File: config.mk
export PLATFORM = sky130hd
export DESIGN_NAME = branch_resolve_queue_flat
export DESIGN_NICKNAME = d
export VERILOG_FILES = /design/src/rtl/branch_resolve_queue_if.sv /design/src/rtl/branch_resolve_queue.sv /design/src/flat_wrapper.sv
export SDC_FILE = /design/constraint.sdc
export NUM_CORES = 1
export LEC_CHECK = 0
export ABC_CLOCK_PERIOD_IN_PS = 6600
export CAP_MARGIN = 15
export CORE_MARGIN = 3
export CORE_UTILIZATION = 50
export CTS_BUF_LIST = sky130_fd_sc_hd__clkbuf_8
export DETAILED_ROUTE_END_ITERATION = 8
export GPL_TIMING_DRIVEN = 0
export MAX_ROUTING_LAYER = met4
export PLACE_DENSITY = 0.71
export SYNTH_ARGS = -nofsm -noshare
export SYNTH_HDL_FRONTEND = slang
export SYNTH_SLANG_ARGS = --single-unit
File: constraint.sdc
create_clock -name clk -period 6.6 [get_ports clk]
set_input_delay 0.99 -clock clk [delete_from_list [all_inputs] [get_ports clk]]
set_output_delay 0.99 -clock clk [all_outputs]
set_load 0.02 [all_outputs]
File: src/rtl/branch_resolve_queue_if.sv
// Fetch/execute/predictor signal bundle for branch_resolve_queue.
// master = fetch/execute/predictor side, slave = the queue itself.
interface branch_resolve_queue_if #(
    parameter int unsigned DEPTH = 8,
    parameter int unsigned PCW   = 16
);
    localparam int unsigned CW = $clog2(DEPTH) + 1;

    logic           pred_valid;
    logic [PCW-1:0] pred_pc;
    logic           pred_taken;
    logic           pred_ready;
    logic           res_valid;
    logic           res_taken;
    logic           res_ready;
    logic           flush;
    logic           bht_write;
    logic [PCW-1:0] bht_write_pc;
    logic           bht_taken;
    logic           mispredict;
    logic [CW-1:0]  count;

    modport master (
        output pred_valid, pred_pc, pred_taken, res_valid, res_taken, flush,
        input  pred_ready, res_ready, bht_write, bht_write_pc, bht_taken,
               mispredict, count
    );

    modport slave (
        input  pred_valid, pred_pc, pred_taken, res_valid, res_taken, flush,
        output pred_ready, res_ready, bht_write, bht_write_pc, bht_taken,
               mispredict, count
    );
endinterface

File: src/rtl/branch_resolve_queue.sv
// In-order branch resolve queue feeding the branch history predictor's training port.
// Define BRQ_STATS_EN to add saturating pop/mispredict statistics counters.
module branch_resolve_queue #(
    parameter int unsigned DEPTH = 8,
    parameter int unsigned PCW   = 16
) (
    input  logic                   clk,
    input  logic                   reset,
    branch_resolve_queue_if.slave  brq
`ifdef BRQ_STATS_EN
    ,
    output logic [15:0]            stat_branches,
    output logic [15:0]            stat_mispredicts
`endif
);
    localparam int unsigned AW = $clog2(DEPTH);
    localparam int unsigned CW = AW + 1;

    logic [PCW-1:0]   pc_mem_q [DEPTH];
    logic [DEPTH-1:0] tk_mem_q;

    logic [AW-1:0]  head_q, head_d;
    logic [AW-1:0]  tail_q, tail_d;
    logic [CW-1:0]  count_q, count_d;
    logic           bw_q, bt_q, mis_q;
    logic [PCW-1:0] bpc_q;

    logic push, pop, mis_now, head_taken;

    always_comb begin
        brq.pred_ready = (count_q != CW'(DEPTH));
        brq.res_ready  = (count_q != '0) && !brq.flush;
        head_taken     = tk_mem_q[head_q];
        pop            = brq.res_valid && brq.res_ready;
        mis_now        = pop && (brq.res_taken != head_taken);
        push           = brq.pred_valid && brq.pred_ready && !brq.flush && !mis_now;

        head_d  = head_q;
        tail_d  = tail_q;
        count_d = count_q;
        // A mispredict squashes everything younger, including a same-cycle push.
        if (mis_now || brq.flush) begin
            head_d  = '0;
            tail_d  = '0;
            count_d = '0;
        end else begin
            if (pop)  head_d = head_q + 1'b1;
            if (push) tail_d = tail_q + 1'b1;
            case ({push, pop})
                2'b10:   count_d = count_q + 1'b1;
                2'b01:   count_d = count_q - 1'b1;
                default: count_d = count_q;
            endcase
        end
    end

    always_ff @(posedge clk) begin
        if (push) begin
            pc_mem_q[tail_q] <= brq.pred_pc;
            tk_mem_q[tail_q] <= brq.pred_taken;
        end
    end

    always_ff @(posedge clk or posedge reset) begin
        if (reset) begin
            head_q  <= '0;
            tail_q  <= '0;
            count_q <= '0;
            bw_q    <= 1'b0;
            bpc_q   <= '0;
            bt_q    <= 1'b0;
            mis_q   <= 1'b0;
        end else begin
            head_q  <= head_d;
            tail_q  <= tail_d;
            count_q <= count_d;
            bw_q    <= pop;
            bpc_q   <= pop ? pc_mem_q[head_q] : '0;
            bt_q    <= pop && brq.res_taken;
            mis_q   <= mis_now;
        end
    end

    assign brq.bht_write    = bw_q;
    assign brq.bht_write_pc = bpc_q;
    assign brq.bht_taken    = bt_q;
    assign brq.mispredict   = mis_q;
    assign brq.count        = count_q;

`ifdef BRQ_STATS_EN
    logic [15:0] stat_br_q, stat_mis_q;

    always_ff @(posedge clk or posedge reset) begin
        if (reset) begin
            stat_br_q  <= '0;
            stat_mis_q <= '0;
        end else begin
            if (pop && (stat_br_q != '1))
                stat_br_q <= stat_br_q + 16'd1;
            if (mis_now && (stat_mis_q != '1))
                stat_mis_q <= stat_mis_q + 16'd1;
        end
    end

    assign stat_branches    = stat_br_q;
    assign stat_mispredicts = stat_mis_q;
`endif
endmodule

File: src/flat_wrapper.sv
// flat-port wrapper written by rule: the top's interface ports become plain ports
module branch_resolve_queue_flat 
#(
    parameter int unsigned DEPTH = 8,
    parameter int unsigned PCW   = 16
)
  (clk, reset, brq_pred_valid, brq_pred_pc, brq_pred_taken, brq_res_valid, brq_res_taken, brq_flush, brq_pred_ready, brq_res_ready, brq_bht_write, brq_bht_write_pc, brq_bht_taken, brq_mispredict, brq_count);
  branch_resolve_queue_if #(.DEPTH(DEPTH), .PCW(PCW)) brq_i ();
  input  logic clk;
  input  logic reset;
  input wire logic [$bits(brq_i.pred_valid)-1:0] brq_pred_valid;
  input wire logic [$bits(brq_i.pred_pc)-1:0] brq_pred_pc;
  input wire logic [$bits(brq_i.pred_taken)-1:0] brq_pred_taken;
  input wire logic [$bits(brq_i.res_valid)-1:0] brq_res_valid;
  input wire logic [$bits(brq_i.res_taken)-1:0] brq_res_taken;
  input wire logic [$bits(brq_i.flush)-1:0] brq_flush;
  output wire logic [$bits(brq_i.pred_ready)-1:0] brq_pred_ready;
  output wire logic [$bits(brq_i.res_ready)-1:0] brq_res_ready;
  output wire logic [$bits(brq_i.bht_write)-1:0] brq_bht_write;
  output wire logic [$bits(brq_i.bht_write_pc)-1:0] brq_bht_write_pc;
  output wire logic [$bits(brq_i.bht_taken)-1:0] brq_bht_taken;
  output wire logic [$bits(brq_i.mispredict)-1:0] brq_mispredict;
  output wire logic [$bits(brq_i.count)-1:0] brq_count;
  assign brq_i.pred_valid = brq_pred_valid;
  assign brq_i.pred_pc = brq_pred_pc;
  assign brq_i.pred_taken = brq_pred_taken;
  assign brq_i.res_valid = brq_res_valid;
  assign brq_i.res_taken = brq_res_taken;
  assign brq_i.flush = brq_flush;
  assign brq_pred_ready = brq_i.pred_ready;
  assign brq_res_ready = brq_i.res_ready;
  assign brq_bht_write = brq_i.bht_write;
  assign brq_bht_write_pc = brq_i.bht_write_pc;
  assign brq_bht_taken = brq_i.bht_taken;
  assign brq_mispredict = brq_i.mispredict;
  assign brq_count = brq_i.count;
  branch_resolve_queue #(.DEPTH(DEPTH), .PCW(PCW)) u_core (.clk(clk), .reset(reset), .brq(brq_i));
endmodule
==> results of run 1 <==
## layer usage
metal,up-vias,GRT usage [%]
met5,-,-
met4,0,8.54
met3,20,4.46
met2,87,28.7
met1,1646,25.4
li1,1389,-
## area by class of cell
type	count	area, sq um	share of cell area [%]
Timing Repair Buffer	56	661	8.62
Tap cell	168	210	2.74
Multi-Input combinational cell	134	1520	19.8
Clock buffer	18	248	3.23
Buffer	12	56.3	0.735
Clock inverter	14	154	2.01
Sequential cell	165	4810	62.7
Inverter	3	11.3	0.147
## synth_stat cells
library cell and count:
fa_1 1, xnor2_2 1, nand4b_2 1, and2_1 1
buf_1 2, nor2_1 33, mux4_2 33, nor4_1 1
and3_1 1, o2bb2ai_1 1, mux2i_4 1, a22o_1 1
buf_6 1, o211ai_1 1, edfxtp_1 136, or4_1 1
a21o_1 1, nor3_2 2, mux2_2 6, a2111oi_0 1
a21oi_1 3, mux2i_1 18, nand3_2 1, clkbuf_1 6
nand2b_1 3, nor2b_1 1, nand2_1 7, nor3_1 1
xor2_1 4, xnor2_1 3, inv_1 3, or4b_2 1
buf_2 3, ha_1 4, nand2b_2 1, dfrtp_1 29
## registers in the layout (all words and copies together) (netlist names)
signal	flops
u_core.brq.bht_taken	1
u_core.brq.bht_write	1
u_core.brq.bht_write_pc	16
u_core.brq.count	4
u_core.brq.mispredict	1
u_core.head_q	3
u_core.pc_mem_q	128
u_core.tail_q	3
u_core.tk_mem_q	8
## cells in the final DEF, fill, tap and decap left out, drive strengths merged
cell type / instances
xnor2: 4
a21oi: 3
clkbuf: 24
clkdlybuf4s50: 47
and3: 1
bufinv: 2
inv: 5
mux2i: 19
fa: 1
o211ai: 1
nor4: 1
nand2: 7
a2111oi: 1
nor2b: 1
mux2: 6
or4b: 1
nand3: 1
nor3: 3
or4: 1
nand2b: 4
xor2: 4
and2: 1
clkinv: 4
mux4: 33
a21o: 1
dfrtp: 29
a22o: 1
ha: 4
nand4b: 1
o2bb2ai: 1
clkinvlp: 6
nor2: 33
buf: 15
edfxtp: 136
## power breakdown
group          total (uW)  switching, uW  internal, uW
clock network         715            366           348
registers            1210           32.4          1180
logic                 430            219           211
## worst min-delay path, cell delays in order, from the launching register on
cell and delay, ns:
dfrtp_1 0.42, xor2_1 0.09, nor2_1 0.08
## how the worst min path moves through the flow
stage                              endpoint  depth (start not counted)
2_1_floorplan  u_core.tail_q[2]$_DFFE_PP0P_                          2
3_3_place_gp   u_core.tail_q[2]$_DFFE_PP0P_                          2
3_5_place_dp   u_core.tail_q[2]$_DFFE_PP0P_                          2
4_1_cts        u_core.tail_q[2]$_DFFE_PP0P_                          2
5_1_grt        u_core.tail_q[2]$_DFFE_PP0P_                          2
6_report       u_core.tail_q[2]$_DFFE_PP0P_                          2
## through the flow
stage | instances | setup slack, ns | hold WS [ns]
3_5_place_dp | 538 | 2.72 | 0.588
5_1_grt | 570 | 2.99 | 0.630
6_report | 570 | 3.19 | 0.614
3_3_place_gp | 529 | 2.22 | 0.560
4_1_cts | 570 | 3.20 | 0.610
2_1_floorplan | 314 | 3.51 | 0.545
## logic make-up (layout without fill, tap and decap cells)
group                    count (synthesis)  in the layout  synth area share (%)
AO/OA/AOI/OAI                            8              8                 0.885
XOR/XNOR                                 8              8                  1.22
adder cells (fa/ha/maj)                  5              5                  1.10
buffers and inverters                   15            103                  1.06
flip-flops                             165            165                  75.6
multiplexers                            58             58                  15.9
AND/OR/NAND/NOR                         55             55                  4.25
==> impl_metrics.ini, run 1 <==
[routing]
dr.pass1.iters = 4
dr.max_layer_used = met4
ant_nets = 0
drt-vias-per-instance = 5.51
wl_um = 12200
vias = 3142
drc = 0
wl_met3_um = 529
drt_iter0_drc = 261
wl_met1_um = 5380
wl_met2_um = 5950
routedWlPerCell_um = 21.3

[timing]
skew_ns = 0.0107
hold_violations = 0
worstMarginPinSlew_ns = 0.953
setup_tns_ns = 0
slew-limit-headroom_pct = 36.5
min_period_ns = 3.41
max_clock_freq_mhz = 293
setup_violations = 0
finalCritPeriodShare_pct = 51.7
rsz0062_at_grt = false
maxSlewViolCount = 0

[die]
die_area_sq_um = 14100
die_w_um = 119
die_h_um = 119
core-area_sq_um = 12200
row_count = 40
start_util_pct = 52.1
ios = 48

[cts]
clock_path_buffers = 2
clk_latency_ns = 0.45
numCtsBuffers = 17
cts-hold-fix-buffers = 0
htreeDepth = 4
cts.sink_count = 165
cts_tree = yes
ctsResizeCount = 0
clockRootBuffer = clkbuf_8
cts_setup_buffers = 0
clk_pin_slew_worst_paths_ns = 0.09

[critical_path]
reg2reg_to = u_core.brq.count[3]$_DFFE_PP0P_
crit_cells = 11
worstSetupPathType = input pin to register
arrival_ns = 3.75
path_max_fanout = 8
r2r_slack_ns = 3.23
worstPathRequired_ns = 6.94
critPathCaptureType = register
crit-reg2reg-launch = u_core.head_q[1]$_DFFE_PP0P_
cp_slowest_stage_delay_ns = 0.54
path_buf_inv = 1
path_delay_family = compound AO/OA/AOI/OAI gates
critical_path.endpoint = u_core.brq.count[3]$_DFFE_PP0P_
reg2reg_depth = 10
startpoint_type = input pin
crit_path_top_delay_cell = clkdlybuf4s50_1
path_cells = clkdlybuf4s50_1 -> nand2b_1 -> nor3_1 -> mux2i_4 -> a21oi_1 -> ha_1 -> a21o_1 -> a2111oi_0 -> o2bb2ai_1 -> xnor2_1 -> nor2_1
crit_start = brq_flush

[synthesis]
synth.largest_area_cell = edfxtp_1
yosysUniqueCellTypes = 36
synth.area.top_cells = edfxtp_1 (64%), mux4_2 (12%), dfrtp_1 (11%)
synth-seq-cells = 165
ys_seq_area_share_pct = 75.6
synth_area_sq_um = 6360
syn_nets = 342
synthCells = 314
synth.top_cell.area_share_pct = 64.2
synth.yosys.warnings = 0
syn_area_per_cell_sq_um = 20.3

[place]
portBuffers = 47
routabilityCongestion = 0.781
hpwl_um = 7760
place_area_sq_um = 7260

[global_route]
grt_max_degree = 23
grt_pass1_vias = 3271
grt_pass1_wl_um = 19000
antenna_found_initial = 0
grt.overflow.total = 0
grt.total_usage_pct = 19.1

[layout]
drive_above_1_share_pct = 24.4
n_fill_cell = 885
num_antenna_cells = 0
area_delta_synth_final_pct = 20.4
fin_area_sq_um = 7660
fin_util_pct = 62.8
final_nets = 417

[power]
power.density_nw_per_um2 = 308
ir_worst_vdd_uv = 131
p_leak_uw = 0.00256
total_power_uw = 2360

[run]
maxCapViolCount = 0

[run_status]
status = finished clean

[hold_path]
min_from = u_core.tail_q[2]$_DFFE_PP0P_
min_path_type = register to register
Note: power is estimated with default switching activity, not from simulation.
==> run 2, diff against run 1 <==
ABC_CLOCK_PERIOD_IN_PS = 3500   (was 6600)
clock period = 3.5 ns   (was 6.6 ns; I/O delays follow)
==> run 2 against run 1 <==
Compared with the run above:
- global-route usage unchanged
- setup slack got worse by 2.9 ns
- clock power increased by 89%
- wire length decreased by 0.88%
- die area unchanged
- worst hold slack got worse by 0.25 ns
- clock-buffer cell count unchanged
- final cell count decreased by 0.18%
- sequential share of layout area unchanged
- register-to-register slack got worse by 3.0 ns
- via count decreased by 0.22%
- sequential cell count unchanged
- critical endpoint unchanged
==> impl_metrics.ini, run 2 (synthesis results as in run 1) <==
[timing]
rsz0062_at_grt = false
finalCritPeriodShare_pct = 93.0
slew-limit-headroom_pct = 37.2
max_clock_freq_mhz = 307
min_period_ns = 3.26
maxSlewViolCount = 0
setup_violations = 0
worstMarginPinSlew_ns = 0.943
hold_violations = 0
fin_hold_ws_ns = 0.359
skew_ns = 0.0106

[cts]
clockRootBuffer = clkbuf_8
clock_path_buffers = 2
cts-hold-fix-buffers = 0
clk_latency_ns = 0.45
htreeDepth = 4
numCtsBuffers = 17
cts.sink_count = 165
cts_tree = yes
clk_pin_slew_worst_paths_ns = 0.09

[hold_path]
min_path_type = input pin to async pin

[power]
power.density_nw_per_um2 = 580
total_power_uw = 4450
ir_worst_vdd_uv = 250
p_leak_uw = 0.00256

[critical_path]
path_buf_inv = 1
worstSetupPathType = register to register
critPathCaptureType = register
path_max_fanout = 10
startpoint_type = register
cp_slowest_stage_delay_ns = 0.53
path_delay_family = multiplexers
path_cells = buf_6 -> mux2_2 -> mux4_2 -> mux2i_4 -> a21oi_2 -> ha_1 -> a21o_1 -> a2111oi_0 -> o2bb2ai_1 -> xnor2_1 -> nor2_1
crit_path_top_delay_cell = mux4_2
arrival_ns = 3.60
worstPathRequired_ns = 3.85

[global_route]
grt_pass1_wl_um = 19000
grt_max_degree = 23
grt.total_usage_pct = 19.1
grt.overflow.total = 0
grt_pass1_vias = 3271
antenna_found_initial = 0

[die]
row_count = 40
ios = 48
die_area_sq_um = 14100
die_h_um = 119
core-area_sq_um = 12200
start_util_pct = 52.1
die_w_um = 119

[layout]
final_nets = 416
final_common_cell = edfxtp_1
area_delta_synth_final_pct = 20.4
num_antenna_cells = 0
regMostFlops = u_core.pc_mem_q
drive_above_1_share_pct = 24.7
largest_register_ffs = 128
layout_common_cells = edfxtp_1 (136), clkdlybuf4s50_1 (47), mux4_2 (33)

[routing]
dr.pass1.iters = 4
drt_iter0_drc = 267
wl_um = 12100
drc = 0
routedWlPerCell_um = 21.2
ant_nets = 0
drt-vias-per-instance = 5.51
vias = 3135

[place]
hpwl_um = 7760
routabilityCongestion = 0.781
portBuffers = 47

[run]
maxCapViolCount = 0

[run_status]
status = finished clean
run 2: cell count changes in the layout (fill, tap and decap cells not counted):
cell and change:
clkbuf_1 -1, a21oi_2 +1, a21oi_1 -1
run 2: area by class of cell:
class	instances	area, sq um
buffer	11	52.6
clock buffer	18	248
clock inverter	14	154
fill	885	4550
inverter	3	11.3
multi-input combinational	134	1520
sequential	165	4810
tap	168	210
timing repair buffer	56	661
run 2: repair_timing:
action                     in CTS  in global routing
gates resized for setup         0                  1
setup buffers                   0                  0
setup endpoints to repair       0                  1
run 2: per-stage QoR:
| stage | area [sq um] | cells | TNS [ns] | setup WS (ns) | utilization [%] |
|---|---|---|---|---|---|
| 2_1_floorplan | 6360 | 314 | 0 | 0.406 | - |
| 3_3_place_gp | 7050 | 529 | -39.40 | -0.419 | 57.7 |
| 3_5_place_dp | 7260 | 538 | 0 | 0.0896 | 59.5 |
| 4_1_cts | 7660 | 570 | 0 | 0.134 | 62.8 |
| 5_1_grt | 7660 | 569 | 0 | 0.0947 | 62.8 |
| 6_report | 7660 | 569 | 0 | 0.244 | 62.8 |
run 2: final timing paths:
path | from | cells past startpoint | slack [ns] | to
worst max-delay path | u_core.head_q[0]$_DFFE_PP0P_ | 11 | 0.24 | u_core.brq.count[3]$_DFFE_PP0P_
worst min-delay path | reset | 2 | 0.36 | u_core.brq.bht_write_pc[6]$_DFF_PP0_
worst max register to register | u_core.head_q[0]$_DFFE_PP0P_ | 11 | 0.24 | u_core.brq.count[3]$_DFFE_PP0P_
worst min register to register | u_core.tail_q[2]$_DFFE_PP0P_ | 2 | 0.61 | u_core.tail_q[2]$_DFFE_PP0P_
max in group asynchronous | reset | 3 | 2.67 | u_core.brq.bht_write_pc[1]$_DFF_PP0_
min in group clk | u_core.tail_q[2]$_DFFE_PP0P_ | 2 | 0.61 | u_core.tail_q[2]$_DFFE_PP0P_
run 2: power breakdown:
| part | switching (uW) | internal (uW) | total, uW |
|---|---|---|---|
| sequential | 62.4 | 2230 | 2290 |
| combinational | 411 | 399 | 810 |
| clock | 691 | 657 | 1350 |
run 2: layer usage:
metal,up-vias,wire [um],part of all wire (%),track usage [%]
li1,1392,-,-,-
met1,1635,5200,43,25.4
met2,90,5960,49,28.7
met3,18,619,5.1,4.46
met4,0,269,2.2,8.54
met5,-,0,0,-
==> run 3, diff against run 2 <==
CORE_MARGIN = 2   (was 3)
CTS_CLUSTER_SIZE = 25   (was not set)
==> run 3 against run 2 <==
Compared with the run above:
- clock skew is 0.0019 ns higher
- largest power group unchanged
- highest routed layer unchanged
- via count decreased by 0.45%
- setup slack lost 0.045 ns
- die area decreased by 3.3%
- wire length increased by 0.12%
- combinational power about the same
- maximum frequency decreased by 1.4%
==> impl_metrics.ini, run 3 (synthesis results as in run 1) <==
[place]
post-place-ws_ns = 0.0188
portBuffers = 47
hpwl_um = 7820
routabilityCongestion = 0.808
dp_cells = 542

[power]
p_switching_uw = 1170
seq_power_share_pct = 50.9
ir_worst_vdd_uv = 293
p_clk_share_pct = 31.1
p_leak_uw = 0.00258
p_sw_share_pct = 26.0
power.density_nw_per_um2 = 586
comb_power_share_pct = 18.0
p_int_uw = 3320
total_power_uw = 4490

[critical_path]
path_delay_family = compound AO/OA/AOI/OAI gates
worstSetupPathType = register to register
startpoint_type = register
critPathCaptureType = register
crit_cells = 10
crit_path_top_delay_cell = mux4_2
path_buf_inv = 1
cp_slowest_stage_delay_ns = 0.64
path_cells = clkbuf_1 -> mux4_2 -> mux2i_4 -> a21oi_2 -> ha_1 -> a21o_1 -> a2111oi_0 -> o2bb2ai_1 -> xnor2_1 -> nor2_1
reg2reg_depth = 10
worstPathRequired_ns = 3.83
path_max_fanout = 7
arrival_ns = 3.63

[layout]
n_fill_cell = 907
layout_common_cells = edfxtp_1 (136), clkdlybuf4s50_1 (47), mux4_2 (33)
num_antenna_cells = 0
largest_register_ffs = 128
fin_util_pct = 61.2
final_nets = 417
area_delta_synth_final_pct = 20.3
final_common_cell = edfxtp_1
stdcell_count = 574
drive_above_1_share_pct = 24.6
regMostFlops = u_core.pc_mem_q

[die]
start_util_pct = 50.8
core-area_sq_um = 12500
ios = 48
row_count = 41
die_w_um = 117
die_h_um = 117
die_area_sq_um = 13600

[timing]
slew-limit-headroom_pct = 33.3
worst_slack_ns = 0.199
setup_violations = 0
setup_tns_ns = 0
hold_violations = 0
max_clock_freq_mhz = 303
rsz0062_at_grt = false
min_period_ns = 3.30
finalCritPeriodShare_pct = 94.3
maxSlewViolCount = 0
skew_ns = 0.0125
worstMarginPinSlew_ns = 1.00

[global_route]
grt.overflow.total = 0
grt_max_degree = 23
grt_pass1_wl_um = 18100
grt.total_usage_pct = 19.7
antenna_found_initial = 0
grt_pass1_vias = 3157

[cts]
clk_pin_slew_worst_paths_ns = 0.09
cts_tree = yes
clk_latency_ns = 0.44
cts.sink_count = 165
cts_setup_buffers = 0
clock_path_buffers = 2
htreeDepth = 4
clockRootBuffer = clkbuf_8
numCtsBuffers = 17

[routing]
wl_um = 12100
drc = 0
vias = 3121
drt_iter0_drc = 246
routedWlPerCell_um = 21.0
ant_nets = 0
dr.pass1.iters = 4
drt-vias-per-instance = 5.44

[hold_path]
min_path_type = input pin to async pin

[run_status]
status = finished clean

[run]
maxCapViolCount = 0
==> run 3: layout make-up <==
class	count	area, sq um	share of cell area, %
buffer	12	56.3	0.735
clock buffer	20	275	3.59
clock inverter	12	143	1.86
inverter	3	11.3	0.147
multi-input combinational	134	1520	19.8
sequential	165	4810	62.8
tap	172	215	2.81
timing repair buffer	56	628	8.20
==> run 3: stage by stage <==
step | hold slack, ns | instance area, sq um
after global placement | 0.565 | 7050
final | 0.375 | 7660
after global routing | 0.422 | 7660
after CTS | 0.376 | 7650
after detailed placement | 0.592 | 7240
after floorplan | 0.545 | 6360
==> run 3: power by group through the flow <==
| stage | clock (uW) | combinational [uW] | sequential, uW |
|---|---|---|---|
| global placement | 0 | 783 | 2330 |
| finish | 1400 | 807 | 2290 |
| floorplan | 0 | 461 | 2380 |
| detailed placement | 0 | 817 | 2330 |
| CTS | 1420 | 819 | 2290 |
| global route | 1500 | 874 | 2300 |
==> run 3: per-layer routing <==
metal / part of all wire [%] / track usage, % / up-vias / wire length [um]
li1: - / - / 1396 / -
met1: 44 / 25.9 / 1624 / 5270
met2: 50 / 30.6 / 95 / 6090
met3: 5.0 / 4.74 / 6 / 609
met4: 0.79 / 7.06 / 0 / 95
met5: 0 / - / - / 0
==> run 3: final timing paths <==
kind                                         startpoint                                     to  slack [ns]
setup / recovery           u_core.head_q[1]$_DFFE_PP0P_        u_core.brq.count[3]$_DFFE_PP0P_        0.20
hold / removal                                    reset  u_core.brq.bht_write_pc[10]$_DFF_PP0_        0.37
setup reg to reg           u_core.head_q[1]$_DFFE_PP0P_        u_core.brq.count[3]$_DFFE_PP0P_        0.20
hold reg to reg            u_core.tail_q[2]$_DFFE_PP0P_           u_core.tail_q[2]$_DFFE_PP0P_        0.61
max in group asynchronous                         reset  u_core.brq.bht_write_pc[13]$_DFF_PP0_        2.64
min in group clk           u_core.tail_q[2]$_DFFE_PP0P_           u_core.tail_q[2]$_DFFE_PP0P_        0.61
==> run 3: timing repair <==
action,4_1_cts,5_1_grt
setup endpoints to repair,0,1
hold buffers,0,0
gates resized for setup,0,1
